[src/rtl/float_const_sub.sv]
// Multi-cycle single-precision float_out = CONST - float_in with start/ready handshake.
// Define FLOAT_CONST_SUB_ROUND_NEAREST_EN for round-to-nearest-even (default truncates).
module float_const_sub #(
  parameter logic [31:0] CONST      = 32'h3FC00000,
  parameter int          SHIFT_STEP = 1
) (
  input  logic        clk,
  input  logic        rst,
  input  logic        start,
  input  logic [31:0] float_in,
  output logic [31:0] float_out,
  output logic        ready,
  output logic        busy
);

  localparam logic [2:0] S_IDLE   = 3'd0;
  localparam logic [2:0] S_UNPACK = 3'd1;
  localparam logic [2:0] S_ALIGN  = 3'd2;
  localparam logic [2:0] S_ADDSUB = 3'd3;
  localparam logic [2:0] S_NORM   = 3'd4;
  localparam logic [2:0] S_ROUND  = 3'd5;
  localparam logic [2:0] S_DONE   = 3'd6;

  localparam logic [4:0]  STEP    = 5'(SHIFT_STEP);
  localparam logic [7:0]  C_EXP   = CONST[30:23];
  localparam logic        C_SUB   = (C_EXP == 8'd0);
  localparam logic [31:0] C_FLUSH =
    C_SUB ? {CONST[31], 31'd0} : CONST;
  localparam logic [26:0] C_SIG   =
    {1'b1, CONST[22:0], 3'b000};

  logic [2:0]         state;
  logic [31:0]        x_q;
  logic               sa, sb, rs;
  logic signed [9:0]  ea, re;
  logic [26:0]        ma, mb, rm;
  logic [4:0]         dcnt;

  // unpack
  logic [7:0]  xe;
  logic [22:0] xm;
  logic        x_nan, x_inf, x_zero, c_ge;
  logic [7:0]  ediff;
  logic [4:0]  dcap;
  logic [26:0] x_sig;

  assign xe     = x_q[30:23];
  assign xm     = x_q[22:0];
  assign x_nan  = (xe == 8'hFF) && (xm != 23'd0);
  assign x_inf  = (xe == 8'hFF) && (xm == 23'd0);
  assign x_zero = (xe == 8'd0);
  assign c_ge   = (C_EXP >= xe);
  assign ediff  = c_ge ? (C_EXP - xe) : (xe - C_EXP);
  assign dcap   = (ediff > 8'd26) ? 5'd26 : ediff[4:0];
  assign x_sig  = {1'b1, xm, 3'b000};

  // align
  logic [4:0]  step;
  logic [26:0] mask, b_sh;

  assign step = (dcnt < STEP) ? dcnt : STEP;
  assign mask = (27'd1 << step) - 27'd1;
  assign b_sh = (mb >> step) | {26'd0, |(mb & mask)};

  // add/sub
  logic [27:0] sum;
  logic        a_ge;
  logic [26:0] dmag;

  assign sum  = {1'b0, ma} + {1'b0, mb};
  assign a_ge = (ma >= mb);
  assign dmag = a_ge ? (ma - mb) : (mb - ma);

  // normalise: up to SHIFT_STEP single-bit shifts per cycle
  logic [26:0]       n_m;
  logic signed [9:0] n_e;

  always_comb begin
    n_m = rm;
    n_e = re;
    for (int i = 0; i < SHIFT_STEP; i++) begin
      if (!n_m[26]) begin
        n_m = n_m << 1;
        n_e = n_e - 10'sd1;
      end
    end
  end

  // round
  logic [23:0]       m24;
  logic              inc;
  logic [24:0]       m25;
  logic signed [9:0] r_e;
  logic [22:0]       r_f;
  logic [31:0]       r_out;

  assign m24 = rm[26:3];
`ifdef FLOAT_CONST_SUB_ROUND_NEAREST_EN
  assign inc = rm[2] & ((|rm[1:0]) | rm[3]);
`else
  assign inc = 1'b0;
`endif
  assign m25   = {1'b0, m24} + {24'd0, inc};
  assign r_e   = re + 10'(m25[24]);
  assign r_f   = m25[24] ? m25[23:1] : m25[22:0];
  assign r_out = (r_e >= 10'sd255) ?
    {rs, 8'hFF, 23'd0} : {rs, r_e[7:0], r_f};

  assign busy = (state != S_IDLE);

  always_ff @(posedge clk) begin
    if (rst) begin
      state     <= S_IDLE;
      float_out <= 32'h0;
      ready     <= 1'b0;
      x_q       <= 32'h0;
      sa        <= 1'b0;
      sb        <= 1'b0;
      rs        <= 1'b0;
      ea        <= 10'sd0;
      re        <= 10'sd0;
      ma        <= 27'd0;
      mb        <= 27'd0;
      rm        <= 27'd0;
      dcnt      <= 5'd0;
    end else begin
      ready <= 1'b0;
      unique case (state)
        S_IDLE: begin
          if (start) begin
            x_q   <= float_in;
            state <= S_UNPACK;
          end
        end
        S_UNPACK: begin
          if (x_nan || x_inf || x_zero || C_SUB) begin
            ready <= 1'b1;
            state <= S_DONE;
            if (x_nan)
              float_out <= 32'h7FC00000;
            else if (x_inf)
              float_out <= {~x_q[31], 8'hFF, 23'd0};
            else if (x_zero)
              float_out <= C_FLUSH;
            else
              float_out <= {~x_q[31], x_q[30:0]};
          end else begin
            if (c_ge) begin
              sa <= CONST[31];
              ma <= C_SIG;
              ea <= {2'b00, C_EXP};
              sb <= ~x_q[31];
              mb <= x_sig;
            end else begin
              sa <= ~x_q[31];
              ma <= x_sig;
              ea <= {2'b00, xe};
              sb <= CONST[31];
              mb <= C_SIG;
            end
            dcnt  <= dcap;
            state <= (dcap == 5'd0) ? S_ADDSUB : S_ALIGN;
          end
        end
        S_ALIGN: begin
          mb   <= b_sh;
          dcnt <= dcnt - step;
          if (dcnt == step)
            state <= S_ADDSUB;
        end
        S_ADDSUB: begin
          if (sa == sb) begin
            rs    <= sa;
            state <= S_NORM;
            if (sum[27]) begin
              rm <= {sum[27:2], sum[1] | sum[0]};
              re <= ea + 10'sd1;
            end else begin
              rm <= sum[26:0];
              re <= ea;
            end
          end else if (dmag == 27'd0) begin
            float_out <= 32'h0;
            ready     <= 1'b1;
            state     <= S_DONE;
          end else begin
            rs    <= a_ge ? sa : sb;
            rm    <= dmag;
            re    <= ea;
            state <= S_NORM;
          end
        end
        S_NORM: begin
          if (n_e <= 10'sd0) begin
            float_out <= {rs, 31'd0};
            ready     <= 1'b1;
            state     <= S_DONE;
          end else begin
            rm <= n_m;
            re <= n_e;
            if (n_m[26])
              state <= S_ROUND;
          end
        end
        S_ROUND: begin
          float_out <= r_out;
          ready     <= 1'b1;
          state     <= S_DONE;
        end
        S_DONE: state <= S_IDLE;
        default: state <= S_IDLE;
      endcase
    end
  end

endmodule

[config.mk]
export PLATFORM = sky130hd
export DESIGN_NAME = float_const_sub
export DESIGN_NICKNAME = d
export VERILOG_FILES = /design/src/rtl/float_const_sub.sv
export SDC_FILE = /design/constraint.sdc
export NUM_CORES = 1
export LEC_CHECK = 0
export ABC_AREA = 1
export ABC_CLOCK_PERIOD_IN_PS = 3100
export BUFFER_PORTS_ARGS = -buffer_cell sky130_fd_sc_hd__buf_4
export CORE_MARGIN = 2
export CORE_UTILIZATION = 40
export DETAILED_ROUTE_END_ITERATION = 8
export PLACE_DENSITY = 0.52
export SETUP_SLACK_MARGIN = 0.1
export SLEW_MARGIN = 20
export SYNTH_ARGS = -nofsm -noshare
export SYNTH_HDL_FRONTEND = slang
export SYNTH_SLANG_ARGS = --single-unit
export TNS_END_PERCENT = 20
[constraint.sdc]
create_clock -name clk -period 3.1 [get_ports clk]
set_input_delay 0.93 -clock clk [delete_from_list [all_inputs] [get_ports clk]]
set_output_delay 0.93 -clock clk [all_outputs]
set_load 0.005 [all_outputs]
**Word level (Yosys, flattened, before mapping)**

Index checks and enable logic that the tools add are counted.

- Input port bits: 35
- Output and inout port bits: 34
- Register bits: 177
- Word-level logic and storage cells: 130

- Reduce and logical (&&, ||, !) cells: 23
- Bitwise logic cells: 5
- Mux-type cells: 51
- Equal/unequal tests: 20
- Order comparisons: 6
- Shifts and indexed selects: 2
- Add/sub/neg operators: 9

Operators with widths:

| cell | number |
|---|---|
| 32-bit 2-to-1 mux | 7 |
| 27-bit 2-to-1 mux | 7 |
| 32-bit one-hot mux with 4 select lines | 1 |
| 27-bit one-hot mux with 2 select lines | 2 |
| 27-bit subtractor | 2 |
| 26-bit 2-to-1 mux | 2 |
| 10-bit 2-to-1 mux | 5 |
| 31-bit 2-to-1 mux | 1 |
| 27-bit by 27-bit adder with 28-bit output | 1 |
| 27-bit bitwise AND | 1 |
| 27-bit >= comparator | 1 |
| 27-bit zero test | 1 |
| 27-bit by 1-bit OR with 27-bit output | 1 |
| 27-bit OR reduction | 1 |
| 1-bit by 5-bit left shift with 27-bit output (first input constant) | 1 |
| 27-bit by 5-bit >> shifter with 27-bit output | 1 |
| 27-bit by 1-bit subtractor with 27-bit output (second input constant) | 1 |
| 23-bit zero test | 1 |
| 23-bit nonzero test | 1 |
| 2-bit inequality test (second input constant) | 10 |
| 10-bit one-hot mux with 2 select lines | 1 |
| 3-bit one-hot mux with 6 select lines | 1 |
| 8-bit 2-to-1 mux | 2 |
| 3-bit 2-to-1 mux | 5 |
| 36 further kinds | 59 |

**Logic depth before layout (Yosys ltp)**

- Word-level depth: 8
- Gate-level depth with buffers: 24
- Depth with buffers taken out: 23

**Worst setup path before layout**

Ideal clock, no wire load.

- Path kind: reg2reg
- From: register ma[4]
- To: register float_out[10]
- Slack: 0.321 ns
- Data arrival time: 2.647 ns
- Required time: 2.968 ns
- Stages on the path, launching flop included: 23
- Period minus slack after synthesis: 2.779 ns
- Cell sequence: dfxtp_1 inv_1 ha_1 nand2_1 nand2_1 nand2_1 nand2_1 nand2_1 nand3_2 nand2_2 nand3_4 buf_4 nand2_1 nand2_1 nor2_1 nand2_1 nor2_2 nand3_1 nand2_2 nand2_4 buf_4 nand2_1 a21oi_1

- Longest elaborated chain between the ends: 5
- Elaborated cells between the ends (all ways): 7
- Classes of those cells: add/sub (2); order compare (1); eq/ne (1); mux (1); reduce/logical (2)

Ends and longest elaborated chain:

| element | line | RTL |
|---|---|---|
| start: declaration | 36 | `logic [26:0] ma, mb, rm;` |
| start signal: assignment | 156 | `ma <= x_sig;` |
| 27-bit subtractor / 27-bit >= comparator (equally long branches) | 72, 71 |  |
| 27-bit 2-to-1 mux * | 72 | `assign dmag = a_ge ? (ma - mb) : (mb - ma);` |
| 27-bit zero test * | 182 | `end else if (dmag == 27'd0) begin` |
| 2-bit inequality test (no line) * | n/a |  |
| 5-bit AND reduction (no line) * | n/a |  |
| end signal: assignment | 142 | `float_out <= {~x_q[31], 8'hFF, 23'd0};` |
| end signal: assignment | 195 | `float_out <= {rs, 31'd0};` |
| end signal: assignment | 206 | `float_out <= r_out;` |
| end: declaration | 11 | `output logic [31:0] float_out,` |

Mark *: on every way between the ends. The rest lies on a longest branch, timed or not.
A chain may end at the register's enable or synchronous reset.

**Worst setup path in the final report**

- From: register mb[4]
- To: register rm[3]

- Longest elaborated chain between the ends: 5
- Elaborated cells between the ends (all ways): 12
- Classes of those cells: add/sub (3); order compare (1); eq/ne (1); mux (5); reduce/logical (2)

Ends and longest elaborated chain:

| element | line | RTL |
|---|---|---|
| start: declaration | 36 |  |
| start signal: assignment | 153 | `mb <= x_sig;` |
| start signal: assignment | 166 | `mb <= b_sh;` |
| 27-bit subtractor / 27-bit >= comparator (equally long branches) | 72, 71 |  |
| 27-bit 2-to-1 mux | 72 |  |
| 27-bit zero test / 27-bit 2-to-1 mux (equally long branches) | 182 |  |
| 3-bit inequality test (no line) / 27-bit 2-to-1 mux (equally long branches) | n/a |  |
| 4-bit AND reduction (no line) / 27-bit one-hot mux with 2 select lines (equally long branches) | n/a |  |
| end signal: assignment | 179 | `rm <= sum[26:0];` |
| end signal: assignment | 188 | `rm <= dmag;` |
| end signal: assignment | 199 | `rm <= n_m;` |
| end: declaration | 36 |  |

Parallel ways exist; a longest one is shown, timed or not. The select of a mux whose other input is x is not followed.

==> results.json <==
{
  "netlist_area_um2": 13500,
  "viasPerCell": 5.21,
  "status": "finished, violations left",
  "wl_per_cell_um": 18.2,
  "required_ns": 3.46,
  "place_area_um2": 16500,
  "placeableCoreArea_um2": 33400,
  "drtIter0Drc": 1191,
  "worst_pin_slew_ns": 0.708,
  "final_cell_mix": "nand2_1 (526), buf_4 (387), inv_1 (322), o21ai_0 (184), nor2_1 (144)",
  "synth_enable_flop_cells": 0,
  "period_minus_slack_ns": 3.20,
  "stdcell_count": 3020,
  "worstPathArrival_ns": 3.56,
  "leakage_nw": 9.16,
  "seq_area_frac_synth_pct": 25.5,
  "first_global_vias": 14700,
  "finish.utilization_pct": 55.9,
  "dp_hpwl_um": 43400,
  "hold_path.class": "flop to flop",
  "powerDensity_nw_per_um2": 1120,
  "crit_path_start_kind": "flop",
  "synth-async-reset-ratio_pct": 0,
  "skew_ns": 0.0215,
  "multi_input_area_um2": 9270,
  "avgSynthCellArea_um2": 6.11,
  "syn_inst": 2207,
  "hold_violations": 0,
  "power_mw": 20.9,
  "syn-num-nets": 2324,
  "tritoncts": "yes",
  "violations": "setup timing",
  "clk_latency_ns": 0.47,
  "nets": 2675,
  "setup_tns_ns": -2.45,
  "dieArea_um2": 35200,
  "yosys_warnings": 0,
  "final_layout_size_suffix_gt1_share_pct": 28.2,
  "grt_overflow": 0,
  "fin_crit_sh_pct": 103,
  "postLayoutCellArea_um2": 18700,
  "vias": 15700,
  "drv_cap": 0,
  "dp_cells": 2948,
  "rsz0062_at_grt": "true",
  "antenna_found_initial": 0,
  "drc": 0,
  "cp-end-kind": "flop",
  "synth_ff_type": "dfxtp_1",
  "grt_pass1_wl_um": 83600,
  "htree_levels": 4,
  "report.final.slew_viol_count": 0,
  "fp.dieW_um": 188,
  "fmax_mhz": 312,
  "postRouteAntennaNets": 0,
  "cts.sinks": 172,
  "cts_root_buf": "clkbuf_16",
  "die_h_um": 188,
  "place.gp.congestion": 1.00,
  "ys_ff_latch": 172,
  "firstDrtPassIters": 9,
  "final_common_cell": "nand2_1",
  "routed_wl_um": 55000,
  "critical_path_peak_fanout": 7,
  "cts.path.max_buffers": 2,
  "regArea_um2": 3500,
  "syn_to_final_growth_pct": 38.3,
  "setup_viol": 50,
  "track_usage_pct": 30.6,
  "ir_drop_mv": 0.771,
  "grt_max_degree": 43,
  "numCtsBuffers": 17,
  "crit_type": "flop to flop",
  "cts.reportedPaths.clkPinSlew_ns": 0.07,
  "layout_setup_ws_ns": -0.103,
  "slew_headroom_pct": 52.7,
  "rows": 67,
  "io_pins": 69,
  "io_buffer_count": 68,
  "yosysUniqueCellTypes": 54,
  "start_util_pct": 40.4,
  "fill_cells": 3432
}
[state kept, by name, indices dropped and copies added, names as in the netlist]
name and cells:
x_q 32, float_out 32, rm 27, mb 27, rs 1, dcnt 5
ea 8, sb 1, state 3, ready 1, sa 1, re 10
ma 24
[kinds of logic (layout without fill, tap and decap cells)]
kind of cell,Yosys count,after routing,synth area share [%]
buffers and inverters,445,805,13.5
AO/OA/AOI/OAI,460,460,18.8
adder cells (fa/ha/maj),82,82,7.72
AND/OR/NAND/NOR,992,996,30.8
XOR/XNOR,55,55,3.57
multiplexers,1,1,0.0742
flip-flops,172,172,25.5
other,0,1,0
[final cells by class]
class / count / area share, %
diodes: 1 / 0.0134
clock buffers: 20 / 2.39
clock inverters: 12 / 0.570
inverters: 355 / 7.20
multi-input cells: 1594 / 49.7
flip-flops and latches: 172 / 18.8
well taps: 448 / 3.01
repair buffers: 418 / 18.3
[final timing paths]
check	start	to	slack (ns)	cells past startpoint
max reg2reg	mb[4]$_SDFFE_PP0P_	rm[3]$_SDFFE_PP0P_	-0.10	24
min reg2reg	float_out[21]$_SDFFE_PP0P_	float_out[21]$_SDFFE_PP0P_	0.46	2
min	float_out[21]$_SDFFE_PP0P_	float_out[21]$_SDFFE_PP0P_	0.46	2
max	mb[4]$_SDFFE_PP0P_	rm[3]$_SDFFE_PP0P_	-0.10	24
[where the power goes]
group,internal (mW),switching [mW],total [mW]
clock,1.07,1.06,2.13
combinational,6.37,9.10,15.5
sequential,2.82,0.494,3.31
[stage by stage]
stage               worst slack, ns  hold slack [ns]
global route                 -0.255            0.476
floorplan                     0.321            0.426
detailed placement           -0.388            0.452
CTS                         -0.0439            0.463
finish                       -0.103            0.462
global placement             -0.385            0.444
[layer usage]
layer	vias up	global-route usage (%)	part of all wire (%)
li1	7788	-	-
met1	7431	42.8	46
met2	435	48.2	44
met3	80	3.91	6.1
met4	0	11.1	3.3
met5	-	0	0
[timing repair]
action / in CTS / in global routing
hold buffers: 0 / 0
setup endpoints to repair: 72 / 99
hold endpoints to repair: 0 / 0
resized for setup: 105 / 208
buffers inserted: 8 / 21
pin swaps: 14 / 62
gates cloned: 4 / 6
[cells in the mapped netlist (all sizes together) (13+ instances only)]
library cell | number | area (um2)
nand2 | 614 | 2350
dfxtp | 172 | 3440
o21ai | 203 | 1020
nor2 | 201 | 797
a21oi | 155 | 791
nand4 | 39 | 259
nor3 | 13 | 65.1
inv | 347 | 1300
clkbuf | 49 | 184
buf | 41 | 299
xor2 | 50 | 438
ha | 80 | 1000
o22ai | 47 | 294
nand3 | 107 | 571
[worst max-delay path: stages, from the launching register on]
cell        delay (ns)
dfxtp_4           0.41
clkinvlp_4        0.14
ha_2              0.19
inv_1             0.07
nand2_2           0.09
nand2_1           0.07
nand2_1           0.06
nand2_1           0.07
nand3_2           0.10
nand2_2           0.13
nand3_2           0.11
nor2_4            0.29
clkbuf_16         0.23
nand2_4           0.05
nand2_4           0.11
nor2_4            0.04
nand2_2           0.08
nor2_4            0.04
buf_6             0.11
nand4_4           0.12
nand3_4           0.12
buf_12            0.17
clkbuf_16         0.16
nor2_4            0.09
nor2_1            0.04
Note: power is estimated with default switching activity, not from simulation.
